--- config.mk ---
export PLATFORM = sky130hd
export DESIGN_NAME = interposer_arbiter
export DESIGN_NICKNAME = d
export VERILOG_FILES = /design/src/rtl/interposer_arbiter_pkg.sv /design/src/rtl/interposer_arbiter_rr_picker.sv /design/src/rtl/interposer_arbiter.sv
export SDC_FILE = /design/constraint.sdc
export NUM_CORES = 1
export LEC_CHECK = 0
export ABC_CLOCK_PERIOD_IN_PS = 7700
export CORE_MARGIN = 10
export CORE_UTILIZATION = 43
export CTS_BUF_LIST = sky130_fd_sc_hd__clkbuf_4 sky130_fd_sc_hd__clkbuf_8
export DETAILED_ROUTE_END_ITERATION = 8
export GPL_TIMING_DRIVEN = 0
export PLACE_DENSITY = 0.76
export SLEW_MARGIN = 20
export SYNTH_ARGS = -nofsm -noshare
export SYNTH_HDL_FRONTEND = slang
export SYNTH_HIERARCHICAL = 1
export SYNTH_SLANG_ARGS = --single-unit
export TNS_END_PERCENT = 20
--- constraint.sdc ---
create_clock -name clk -period 7.7 [get_ports clk]
set_input_delay 1.54 -clock clk [delete_from_list [all_inputs] [get_ports clk]]
set_output_delay 1.54 -clock clk [all_outputs]
set_load 0.1 [all_outputs]
--- src/rtl/interposer_arbiter_pkg.sv ---
// ============================================================================
// interposer_arbiter_pkg : shared encodings, state enum and ring helper
// Revision: 1.0
// ============================================================================
`default_nettype none

package interposer_arbiter_pkg;

  localparam logic [2:0] CTRL_SEND   = 3'b100;
  localparam logic [2:0] CTRL_RECV   = 3'b010;
  localparam logic [2:0] CTRL_BYPASS = 3'b001;
  localparam logic [2:0] CTRL_IDLE   = 3'b000;

  localparam int REQ_VALID_BIT = 3;
  localparam int REQ_DST_MSB   = 2;

  localparam logic [1:0] S_IDLE  = 2'd0;
  localparam logic [1:0] S_GRANT = 2'd1;
  localparam logic [1:0] S_GUARD = 2'd2;

  typedef enum logic [1:0] {
    ST_IDLE  = S_IDLE,
    ST_GRANT = S_GRANT,
    ST_GUARD = S_GUARD
  } state_t;

  // Downstream ring distance from b to a, i.e. (a - b) mod n.
  function automatic logic [3:0] ring_dist(input logic [2:0] i_a,
                                           input logic [2:0] i_b,
                                           input logic [3:0] i_n);
    if (i_a >= i_b)
      return {1'b0, i_a} - {1'b0, i_b};
    else
      return {1'b0, i_a} + i_n - {1'b0, i_b};
  endfunction

endpackage

`default_nettype wire

--- src/rtl/interposer_arbiter_rr_picker.sv ---
// ============================================================================
// interposer_arbiter_rr_picker : combinational round-robin priority select
// Revision: 1.0
// ============================================================================
`default_nettype none

module interposer_arbiter_rr_picker #(
  parameter int N = 8
) (
  input  logic [N-1:0] i_valid,
  input  logic [2:0]   i_ptr,
  output logic         o_hit,
  output logic [2:0]   o_idx
);

  // Walk from farthest to nearest so the nearest requester is written last.
  always_comb begin
    logic [3:0] w_sum;
    o_hit = 1'b0;
    o_idx = 3'd0;
    w_sum = 4'd0;
    for (int d = N - 1; d >= 0; d--) begin
      w_sum = {1'b0, i_ptr} + 4'(d);
      if (w_sum >= 4'(N))
        w_sum = w_sum - 4'(N);
      if (i_valid[w_sum[2:0]]) begin
        o_hit = 1'b1;
        o_idx = w_sum[2:0];
      end
    end
  end

endmodule

`default_nettype wire

--- src/rtl/interposer_arbiter.sv ---
// ============================================================================
// interposer_arbiter : round-robin grant controller for the interposer ring
// Optional statistics counters enabled by INTERPOSER_ARB_STATS_EN.
// Revision: 1.0
// ============================================================================
`default_nettype none

module interposer_arbiter
  import interposer_arbiter_pkg::*;
#(
  parameter int NUM_NODES   = 8,
  parameter int SLOT_CYCLES = 1
) (
  input  logic                     clk,
  input  logic                     reset,
  input  logic [4*NUM_NODES-1:0]   request_in,
  output logic [3*NUM_NODES-1:0]   control_out,
  output logic                     busy,
  output logic [2:0]               grant_src,
  output logic [2:0]               grant_dst
`ifdef INTERPOSER_ARB_STATS_EN
  ,
  output logic [15:0]              grant_count,
  output logic [15:0]              drop_count
`endif
);

  localparam logic [3:0] c_num_nodes = 4'(NUM_NODES);
  localparam logic [3:0] c_slot_last = 4'(SLOT_CYCLES - 1);

  logic [NUM_NODES-1:0]   w_valid;
  logic [2:0]             w_dst_arr [NUM_NODES];
  logic                   w_hit;
  logic [2:0]             w_idx;
  logic [2:0]             w_pick_dst;
  logic [3*NUM_NODES-1:0] w_ctrl;
`ifdef INTERPOSER_ARB_STATS_EN
  logic [NUM_NODES-1:0]   w_bad;
`endif

  state_t                 r_state;
  logic [3:0]             r_cnt;
  logic [2:0]             r_ptr;
  logic [3*NUM_NODES-1:0] r_ctrl;
  logic                   r_busy;
  logic [2:0]             r_src;
  logic [2:0]             r_dst;

  for (genvar gi = 0; gi < NUM_NODES; gi++) begin : g_req
    assign w_dst_arr[gi] = request_in[4*gi+REQ_DST_MSB -: 3];
    assign w_valid[gi]   = request_in[4*gi+REQ_VALID_BIT]
                           && ({1'b0, w_dst_arr[gi]} < c_num_nodes)
                           && (w_dst_arr[gi] != 3'(gi));
`ifdef INTERPOSER_ARB_STATS_EN
    assign w_bad[gi]     = request_in[4*gi+REQ_VALID_BIT] && !w_valid[gi];
`endif
  end

  interposer_arbiter_rr_picker #(
    .N (NUM_NODES)
  ) u_picker (
    .i_valid (w_valid),
    .i_ptr   (r_ptr),
    .o_hit   (w_hit),
    .o_idx   (w_idx)
  );

  assign w_pick_dst = w_dst_arr[w_idx];

  // Nodes strictly between source and destination downstream get bypass.
  always_comb begin
    logic [3:0] w_span;
    logic [3:0] w_off;
    w_ctrl = '0;
    w_span = ring_dist(w_pick_dst, w_idx, c_num_nodes);
    w_off  = 4'd0;
    for (int k = 0; k < NUM_NODES; k++) begin
      w_off = ring_dist(3'(k), w_idx, c_num_nodes);
      if (w_off == 4'd0)
        w_ctrl[3*k +: 3] = CTRL_SEND;
      else if (w_off == w_span)
        w_ctrl[3*k +: 3] = CTRL_RECV;
      else if (w_off < w_span)
        w_ctrl[3*k +: 3] = CTRL_BYPASS;
      else
        w_ctrl[3*k +: 3] = CTRL_IDLE;
    end
  end

  always_ff @(posedge clk or posedge reset) begin
    if (reset) begin
      r_state <= ST_IDLE;
      r_cnt   <= 4'd0;
      r_ptr   <= 3'd0;
      r_ctrl  <= '0;
      r_busy  <= 1'b0;
      r_src   <= 3'd0;
      r_dst   <= 3'd0;
    end else begin
      case (r_state)
        ST_IDLE: begin
          if (w_hit) begin
            r_ctrl  <= w_ctrl;
            r_src   <= w_idx;
            r_dst   <= w_pick_dst;
            r_cnt   <= 4'd0;
            r_busy  <= 1'b1;
            r_state <= ST_GRANT;
          end
        end
        ST_GRANT: begin
          if (r_cnt == c_slot_last) begin
            r_ctrl  <= '0;
            r_state <= ST_GUARD;
          end else begin
            r_cnt <= r_cnt + 4'd1;
          end
        end
        ST_GUARD: begin
          r_ptr   <= ({1'b0, r_src} == c_num_nodes - 4'd1) ? 3'd0 : r_src + 3'd1;
          r_busy  <= 1'b0;
          r_state <= ST_IDLE;
        end
        default: r_state <= ST_IDLE;
      endcase
    end
  end

  assign control_out = r_ctrl;
  assign busy        = r_busy;
  assign grant_src   = r_src;
  assign grant_dst   = r_dst;

`ifdef INTERPOSER_ARB_STATS_EN
  logic [15:0] r_grant_count;
  logic [15:0] r_drop_count;

  // Grant counter wraps; drop counter saturates.
  always_ff @(posedge clk or posedge reset) begin
    if (reset) begin
      r_grant_count <= 16'd0;
      r_drop_count  <= 16'd0;
    end else if (r_state == ST_IDLE) begin
      if (w_hit)
        r_grant_count <= r_grant_count + 16'd1;
      if ((|w_bad) && (r_drop_count != 16'hFFFF))
        r_drop_count <= r_drop_count + 16'd1;
    end
  end

  assign grant_count = r_grant_count;
  assign drop_count  = r_drop_count;
`endif

endmodule

`default_nettype wire

## Yosys cells after proc, flatten, opt, wreduce, memory -nomap -nowiden

Index checks and enable logic that the tools add are counted.

| cells by class | value |
|---|---|
| reductions and logical operators | 26 |
| order comparisons | 34 |
| equal/unequal tests | 21 |
| muxes and demuxes | 88 |
| $add $sub $neg | 36 |
| bitwise logic cells | 1 |

Operators by type and width:

| cell | count |
|---|---|
| 3-bit 2-to-1 mux | 28 |
| 24-bit 2-to-1 mux | 2 |
| 24-bit case mux with 2 select lines | 1 |
| 4-bit 2-to-1 mux | 11 |
| 4-bit zero test | 9 |
| 4-bit == test | 8 |
| 4-bit >= comparator (second input constant) | 8 |
| 3-bit by 4-bit less-than comparator with 1-bit output (second input constant) | 8 |
| 4-bit less-than comparator | 8 |
| 4-bit by 3-bit subtractor with 4-bit output (first input constant) | 8 |
| 1-bit 2-to-1 mux | 25 |
| 1-bit binary-select mux with 3-bit select | 8 |
| 3-bit by 1-bit subtractor with 3-bit output (second input constant) | 8 |
| 2-bit 2-to-1 mux | 9 |
| 3-bit by 3-bit adder with 4-bit output (second input constant) | 4 |
| 3-bit by 3-bit subtractor with 4-bit output (first input constant) | 4 |
| 3-bit >= comparator (first input constant) | 4 |
| 3-bit inequality test (second input constant) | 4 |
| 3-bit binary-select mux with 3-bit select | 1 |
| 3-bit by 2-bit adder with 4-bit output (second input constant) | 2 |
| 1-bit logical AND | 8 |
| 4-bit case mux with 2 select lines | 1 |
| 1-bit by 3-bit subtractor with 4-bit output (first input constant) | 2 |
| 2-bit by 3-bit subtractor with 4-bit output (first input constant) | 2 |
| 25 further kinds | 33 |

| storage, ports and cells | value |
|---|---|
| output and inout bits | 31 |
| word-level logic and storage cells | 213 |
| input port bits | 34 |
| flip-flop bits (word level) | 40 |

## Depth between registers and ports, before layout

| depth | value |
|---|---|
| depth in word-level cells | 26 |
| mapped depth | 27 |
| depth with buffers taken out | 23 |

## Hierarchy

Netlist, hierarchy kept.

Modules (own cells, without submodules):

| module | instances | area an instance (µm²) | sequential area each (µm²) | cells each |
|---|---|---|---|---|
| interposer_arbiter | 1 | 2997.9 | 1001.0 | 298 |
| interposer_arbiter_rr_picker | 1 | 782.0 | 0.0 | 90 |

## Least setup slack after synthesis

Ideal clock, no wire load.

| path | value |
|---|---|
| kind | input port to flip-flop |
| start | in request_in[2] |
| end | reg r_ctrl[0], in the netlist control_out[0] |
| slack | 922 ps |
| stages on the path | 21 |
| data arrival time | 6707 ps |
| library setup time | 71 ps |
| buffers on the path | 0 |
| required time | 7629 ps |
| cell sequence | o31a_1 mux4_1 a21oi_1 o211ai_1 a211oi_1 nor4b_1 o22ai_1 inv_2 mux2i_2 ha_1 inv_1 fa_1 inv_1 fa_1 nand2b_1 a2bb2oi_1 o221ai_1 ha_1 and3_1 a211oi_1 a32o_1 |

| between the ends | value |
|---|---|
| cells in the longest elaborated chain, start to end | 25 |
| elaborated cells between the ends (all ways) | 57 |
| classes of those cells | add/sub (5); order compare (3); eq/ne (2); mux (42); bitwise (1); reduce/logical (4) |

Ends and longest elaborated chain:

| element | RTL line | source |
|---|---|---|
| from (decl) | interposer_arbiter.sv:16 | `input logic [4*NUM_NODES-1:0] request_in,` |
| 3-bit nonzero test * | interposer_arbiter.sv:53 | `&& (w_dst_arr[gi] != 3'(gi));` |
| 1-bit logical AND * | interposer_arbiter.sv:53 |  |
| 1-bit binary-select mux with 3-bit select | interposer_arbiter_rr_picker.sv:26 | `if (i_valid[w_sum[2:0]]) begin` |
| 1-bit 2-to-1 mux (implied by the code) | interposer_arbiter_rr_picker.sv:26 |  |
| 3-bit 2-to-1 mux (7 in series) | interposer_arbiter_rr_picker.sv:26 |  |
| 3-bit 2-to-1 mux * | interposer_arbiter_rr_picker.sv:26 |  |
| named net w_idx[2] | interposer_arbiter.sv:34 | `logic [2:0] w_idx;` |
| 3-bit inverter with 4-bit output (implied by the code) | interposer_arbiter.sv:68 | `assign w_pick_dst = w_dst_arr[w_idx];` |
| (+4 left out) | n/a |  |
| 4-bit by 3-bit subtractor with 4-bit output | interposer_arbiter_pkg.sv:34 | `return {1'b0, i_a} + i_n - {1'b0, i_b};` |
| 4-bit 2-to-1 mux | interposer_arbiter_pkg.sv:31 | `if (i_a >= i_b)` |
| 4-bit less-than comparator | interposer_arbiter.sv:83 | `else if (w_off < w_span)` |
| 1-bit 2-to-1 mux | interposer_arbiter.sv:83 |  |
| 3-bit 2-to-1 mux | interposer_arbiter.sv:81 | `else if (w_off == w_span)` |
| 3-bit 2-to-1 mux * | interposer_arbiter.sv:79 | `if (w_off == 4'd0)` |
| 24-bit 2-to-1 mux * | interposer_arbiter.sv:102 | `if (w_hit) begin` |
| 24-bit case mux with 2 select lines * | interposer_arbiter.sv:100 | `case (r_state)` |
| to (signal assigned) | interposer_arbiter.sv:103 | `r_ctrl <= w_ctrl;` |
| to (decl) | interposer_arbiter.sv:44 | `logic [3*NUM_NODES-1:0] r_ctrl;` |

The timed path passes the listed nets; every way through them passes the cells marked *. The select of a mux whose other input is x is not followed.
A chain may end at the register's enable or synchronous reset.

## Worst setup path in the final report

| path | value |
|---|---|
| start | in request_in[18] |
| end | reg r_ctrl[0], in the netlist control_out[0] |

| between the ends | value |
|---|---|
| cells in the longest elaborated chain, start to end | 25 |
| elaborated cells between the ends (all ways) | 57 |
| classes of those cells | add/sub (5); order compare (3); eq/ne (3); mux (42); bitwise (1); reduce/logical (3) |

Ends and longest elaborated chain:

| element | RTL line | source |
|---|---|---|
| 3-bit inequality test * | interposer_arbiter.sv:53 |  |
| 1-bit logical AND * | interposer_arbiter.sv:53 |  |
| named net w_valid[4] | interposer_arbiter.sv:31 | `logic [NUM_NODES-1:0] w_valid;` |
| 1-bit binary-select mux with 3-bit select | interposer_arbiter_rr_picker.sv:26 |  |
| 1-bit 2-to-1 mux (implied by the code) | interposer_arbiter_rr_picker.sv:26 |  |
| 3-bit 2-to-1 mux (7 in series) | interposer_arbiter_rr_picker.sv:26 |  |
| 3-bit 2-to-1 mux * | interposer_arbiter_rr_picker.sv:26 |  |
| named net w_idx[0] | interposer_arbiter.sv:34 |  |
| (+5 left out) | n/a |  |
| 4-bit by 3-bit subtractor with 4-bit output | interposer_arbiter_pkg.sv:34 |  |
| 4-bit 2-to-1 mux | interposer_arbiter_pkg.sv:31 |  |
| 4-bit less-than comparator | interposer_arbiter.sv:83 |  |
| 1-bit 2-to-1 mux | interposer_arbiter.sv:83 |  |
| 3-bit 2-to-1 mux | interposer_arbiter.sv:81 |  |
| 3-bit 2-to-1 mux * | interposer_arbiter.sv:79 |  |
| 24-bit 2-to-1 mux * | interposer_arbiter.sv:102 |  |
| 24-bit case mux with 2 select lines * | interposer_arbiter.sv:100 |  |

Marked as above.

==> parameters.txt <==
Parameter                              Value

Global route
  Number of global-route vias before repair    3354
  Global-route wire length before repair    about 16 mm
  Total grt overflow    0
  Total GRT Usage    15.05%
  Maximum number of pins on one net before global-route repair    29
  Antenna violations before repair    0

Clock network
  CTS buffer count    5
  TritonCTS clock tree    built
  Sinks on the clock net    40
  H-Tree Level Count    2
  Postcts setup bufs    0
  Max clock buf depth    2
  Clock transition at the register clock pins on the worst setup and hold paths after CTS    80 ps
  CTS Root Buffer Type    sky130_fd_sc_hd__clkbuf_8
  Count of hold-fix buffers inserted at cts    0
  Clock latency of the later-clocked register in the worst-skew pair    approximately 290 ps

Floorplanning
  Number of cell rows    34
  Effective utilization at floorplan    43.77%
  Top-Level Pins    65
  Full die area    0.01294 mm2
  Die Span Y    between 100 and 150 um
  Floorplan core area    ~0.0086 mm2
  Die Span X    approximately 110 um

Cells and area
  # nets final    between 500 and 600
  Layout overhead on the synthesized area    25.52%
  Number of antenna cells inserted    0
  Leading cell types in the layout, fill and taps excluded    64 x sky130_fd_sc_hd__clkdlybuf4s50_1, 46 x sky130_fd_sc_hd__ha_1, 40 x sky130_fd_sc_hd__dfrtp_1, 35 x sky130_fd_sc_hd__nand2_1, 28 x sky130_fd_sc_hd__inv_1
  Leading cell type in the layout, fill and taps excluded    sky130_fd_sc_hd__clkdlybuf4s50_1
  Share of layout cells above drive strength 1    approximately a tenth
  Total non-filler cell area in the finished layout    between 0.004 and 0.005 mm2

Synth
  Most used DFF post-synth    sky130_fd_sc_hd__dfrtp_1
  Sequential-to-total area share from yosys stat    a little over a quarter
  Share of flip-flops with an asynchronous set or reset    between 90% and 100%
  Number of enable flip-flop cells after synthesis    0
  Area of the mapped netlist    approximately 0.0038 mm2
  Number of storage elements in the synthesis netlist    40
  Post-synthesis cell count    between 300 and 400
  Mean post-synth cell area    a little under 10 um2
  Number of warnings reported in the yosys synthesis log    6
  Netlist cell types    66

Timing
  RSZ-0062 raised after global routing    no
  Final hold vios    0
  Transition time of the tightest slew-check pin    roughly 1000 ps
  Post-route fraction of the period consumed by the critical path    between 90 and 100%
  Final max-slew violation count    0
  Final Critical Period    7396 ps
  Achievable clock frequency    between 0.1 and 0.15 GHz
  Slew Limit Headroom    about 33%
  Final setup violating endpoints    0
  Fin worst setup slack    just over 300 ps
  Worst Clk Skew    approximately 5 ps

Drt
  Number of detailed-route iterations in the first pass    4
  Initial DRC Count    roughly 270
  Detailed-route wire length    9.729 mm
  Via count of the routed design    3240
  Post-DR vias/cell    roughly 5.7
  Remaining number of nets flagged by the antenna check after routing    0
  Wirelength per Cell    17.10 um
  Number of remaining DRC errors    0

Status
  Status    finished, final reports clean

Setup path
  Type of element capturing the critical path    flop
  Capture instance of the worst register-to-register path    control_out[0]
  Cells on worst reg2reg path    26
  Reg-to-reg slack, setup    about 1000 ps
  Launching point of the worst reg2reg path    r_ptr[1]
  Worst EP required    roughly 7900 ps
  Most Frequent Cell on Critical Path    sky130_fd_sc_hd__inv_1
  Category of the most critical setup path    primary input to flop
  Buffer and inverter count on the worst path    5
  CP max stage delay    between 500 and 600 ps
  Worst setup path startpoint    request_in[18]
  Worst-path cell chain    clkdlybuf4s50_1, inv_1, o31a_1, mux4_2, mux2_4, o21ai_2, a31oi_1, o21bai_1, mux2_2, buf_6, mux4_1, mux2i_4, ha_1, inv_1, fa_1, inv_1, fa_1, nand2b_1, a2bb2oi_1, o221ai_4, ha_1, and3_1, a211oi_1, a32o_1
  Library cell contributing the largest single delay on the critical path    sky130_fd_sc_hd__mux4_2
  Setup crit start kind    primary input
  Data arrival time of the critical path    around 7600 ps
  Cell type group with the largest total delay on the critical path    multiplexers
  Biggest fanout along the worst timing path    10

Place
  Placer congestion estimate    a little under 0.9
  Placed cell area    0.004586 mm2
  Half-perimeter wire length after detailed placement    approximately 8.0 mm
  Number of I/O port buffers    64
  DP Worst Slack    -482.9 ps

Worst hold path
  Hold-critical path endpoint    control_out[10]
  Cells on Worst Hold Path    2
  Min-Delay Startpoint    control_out[10]
  Worst hold path class    flop to flop

Flow run
  Max-cap violation count    0
==> cells in the mapped netlist, types with 2 or more instances <==
cell type	instances	area [um2]
sky130_fd_sc_hd__a211oi_1	5	37.54
sky130_fd_sc_hd__o21bai_1	2	15.01
sky130_fd_sc_hd__and2_1	2	12.51
sky130_fd_sc_hd__ha_1	46	575.6
sky130_fd_sc_hd__mux2_4	2	30.03
sky130_fd_sc_hd__nand4_1	2	12.51
sky130_fd_sc_hd__dfrtp_1	40	1001
sky130_fd_sc_hd__mux2i_1	4	40.04
sky130_fd_sc_hd__a21boi_0	2	15.01
sky130_fd_sc_hd__o21a_1	6	45.04
sky130_fd_sc_hd__o221ai_1	2	17.52
sky130_fd_sc_hd__inv_2	2	7.510
sky130_fd_sc_hd__a22o_1	6	52.55
sky130_fd_sc_hd__o22ai_1	4	25.02
sky130_fd_sc_hd__o21ai_0	20	100.1
sky130_fd_sc_hd__mux4_2	5	112.6
sky130_fd_sc_hd__or3_1	3	18.77
sky130_fd_sc_hd__xor2_1	5	43.79
sky130_fd_sc_hd__fa_1	2	40.04
sky130_fd_sc_hd__xnor2_1	4	35.03
sky130_fd_sc_hd__nor2_1	21	78.83
sky130_fd_sc_hd__a31oi_1	7	43.79
sky130_fd_sc_hd__nor2b_1	12	75.07
sky130_fd_sc_hd__o31a_1	2	17.52
sky130_fd_sc_hd__buf_2	3	15.01
sky130_fd_sc_hd__nor3_1	9	45.04
sky130_fd_sc_hd__mux2i_2	2	27.53
sky130_fd_sc_hd__buf_4	3	22.52
sky130_fd_sc_hd__and3_1	4	25.02
sky130_fd_sc_hd__o41ai_2	2	32.53
sky130_fd_sc_hd__inv_1	29	108.9
sky130_fd_sc_hd__nand2_1	35	131.4
sky130_fd_sc_hd__mux4_1	11	289.0
sky130_fd_sc_hd__o31ai_1	5	37.54
sky130_fd_sc_hd__mux2_2	5	56.30
sky130_fd_sc_hd__a21oi_1	15	75.07
sky130_fd_sc_hd__a32o_1	8	80.08
sky130_fd_sc_hd__o211ai_1	4	30.03
sky130_fd_sc_hd__buf_6	2	22.52
sky130_fd_sc_hd__nand2b_1	8	50.05
sky130_fd_sc_hd__clkbuf_1	6	22.52
sky130_fd_sc_hd__nand3_1	7	35.03
==> stage by stage <==
stage	setup TNS (ps)	hold slack, ps	util (%)	std cells
floorplan	0	476.5	-	389
global placement	-7159	468.2	52.80	561
detailed placement	-4106	474.4	53.10	562
CTS	0	493.3	54.69	569
global route	0	515.5	54.94	569
finish	0	487.9	54.94	569
==> layer usage <==
metal	part of all wire (%)	routed length, um	global-route usage (%)
met1	44	4326	18.99
met2	47	4616	25.24
met3	6.9	676	3.675
met4	1.1	110	3.553
met5	0	0	0
==> layout make-up <==
cell class	count	area, um2
Tap cell	108	135.1
Timing Repair Buffer	65	660.6
Buffer	14	83.83
Clock buffer	5	68.82
Fill cell	777	3891
Sequential cell	40	1001
Multi-Input combinational cell	304	2619
Clock inverter	2	60.06
Inverter	31	116.4
==> worst max-delay path by stage <==
stage,depth (start not counted),slack [ps],to
after floorplan,21,920,control_out[0]
after global placement,22,-680,control_out[12]
after detailed placement,23,-480,control_out[12]
after CTS,23,160,control_out[12]
after global routing,24,20,control_out[12]
final,24,300,control_out[0]
==> repair_timing <==
action / 4_1_cts / 5_1_grt
gates resized for setup: 2 / 7
setup endpoints to repair: 7 / 6
pin swaps: 0 / 1
==> cells by family after synthesis <==
family	share of synthesized area, %
muxes	15.00
and+or+nand+nor	15.13
other	0.09921
AOI/OAI and AO/OA	19.23
DFF	26.48
buffers and inverters	5.263
xor gates and xnor gates	2.516
adders and majority gates	16.29
==> flip-flops by register name, summed over array words and instances, names as in the netlist <==
register and flops:
busy 1, control_out 24, grant_dst 3, grant_src 3
r_cnt 4, r_ptr 3, r_state 2
==> tightest hold or removal path, cell delays in order (launching register included) <==
cell                      delay, ps
sky130_fd_sc_hd__dfrtp_1        350
sky130_fd_sc_hd__nand2_1         50
sky130_fd_sc_hd__o31ai_1         50
Power is not shown: default switching activity piles up to over one toggle a cycle in this logic, so the estimate is an artifact.
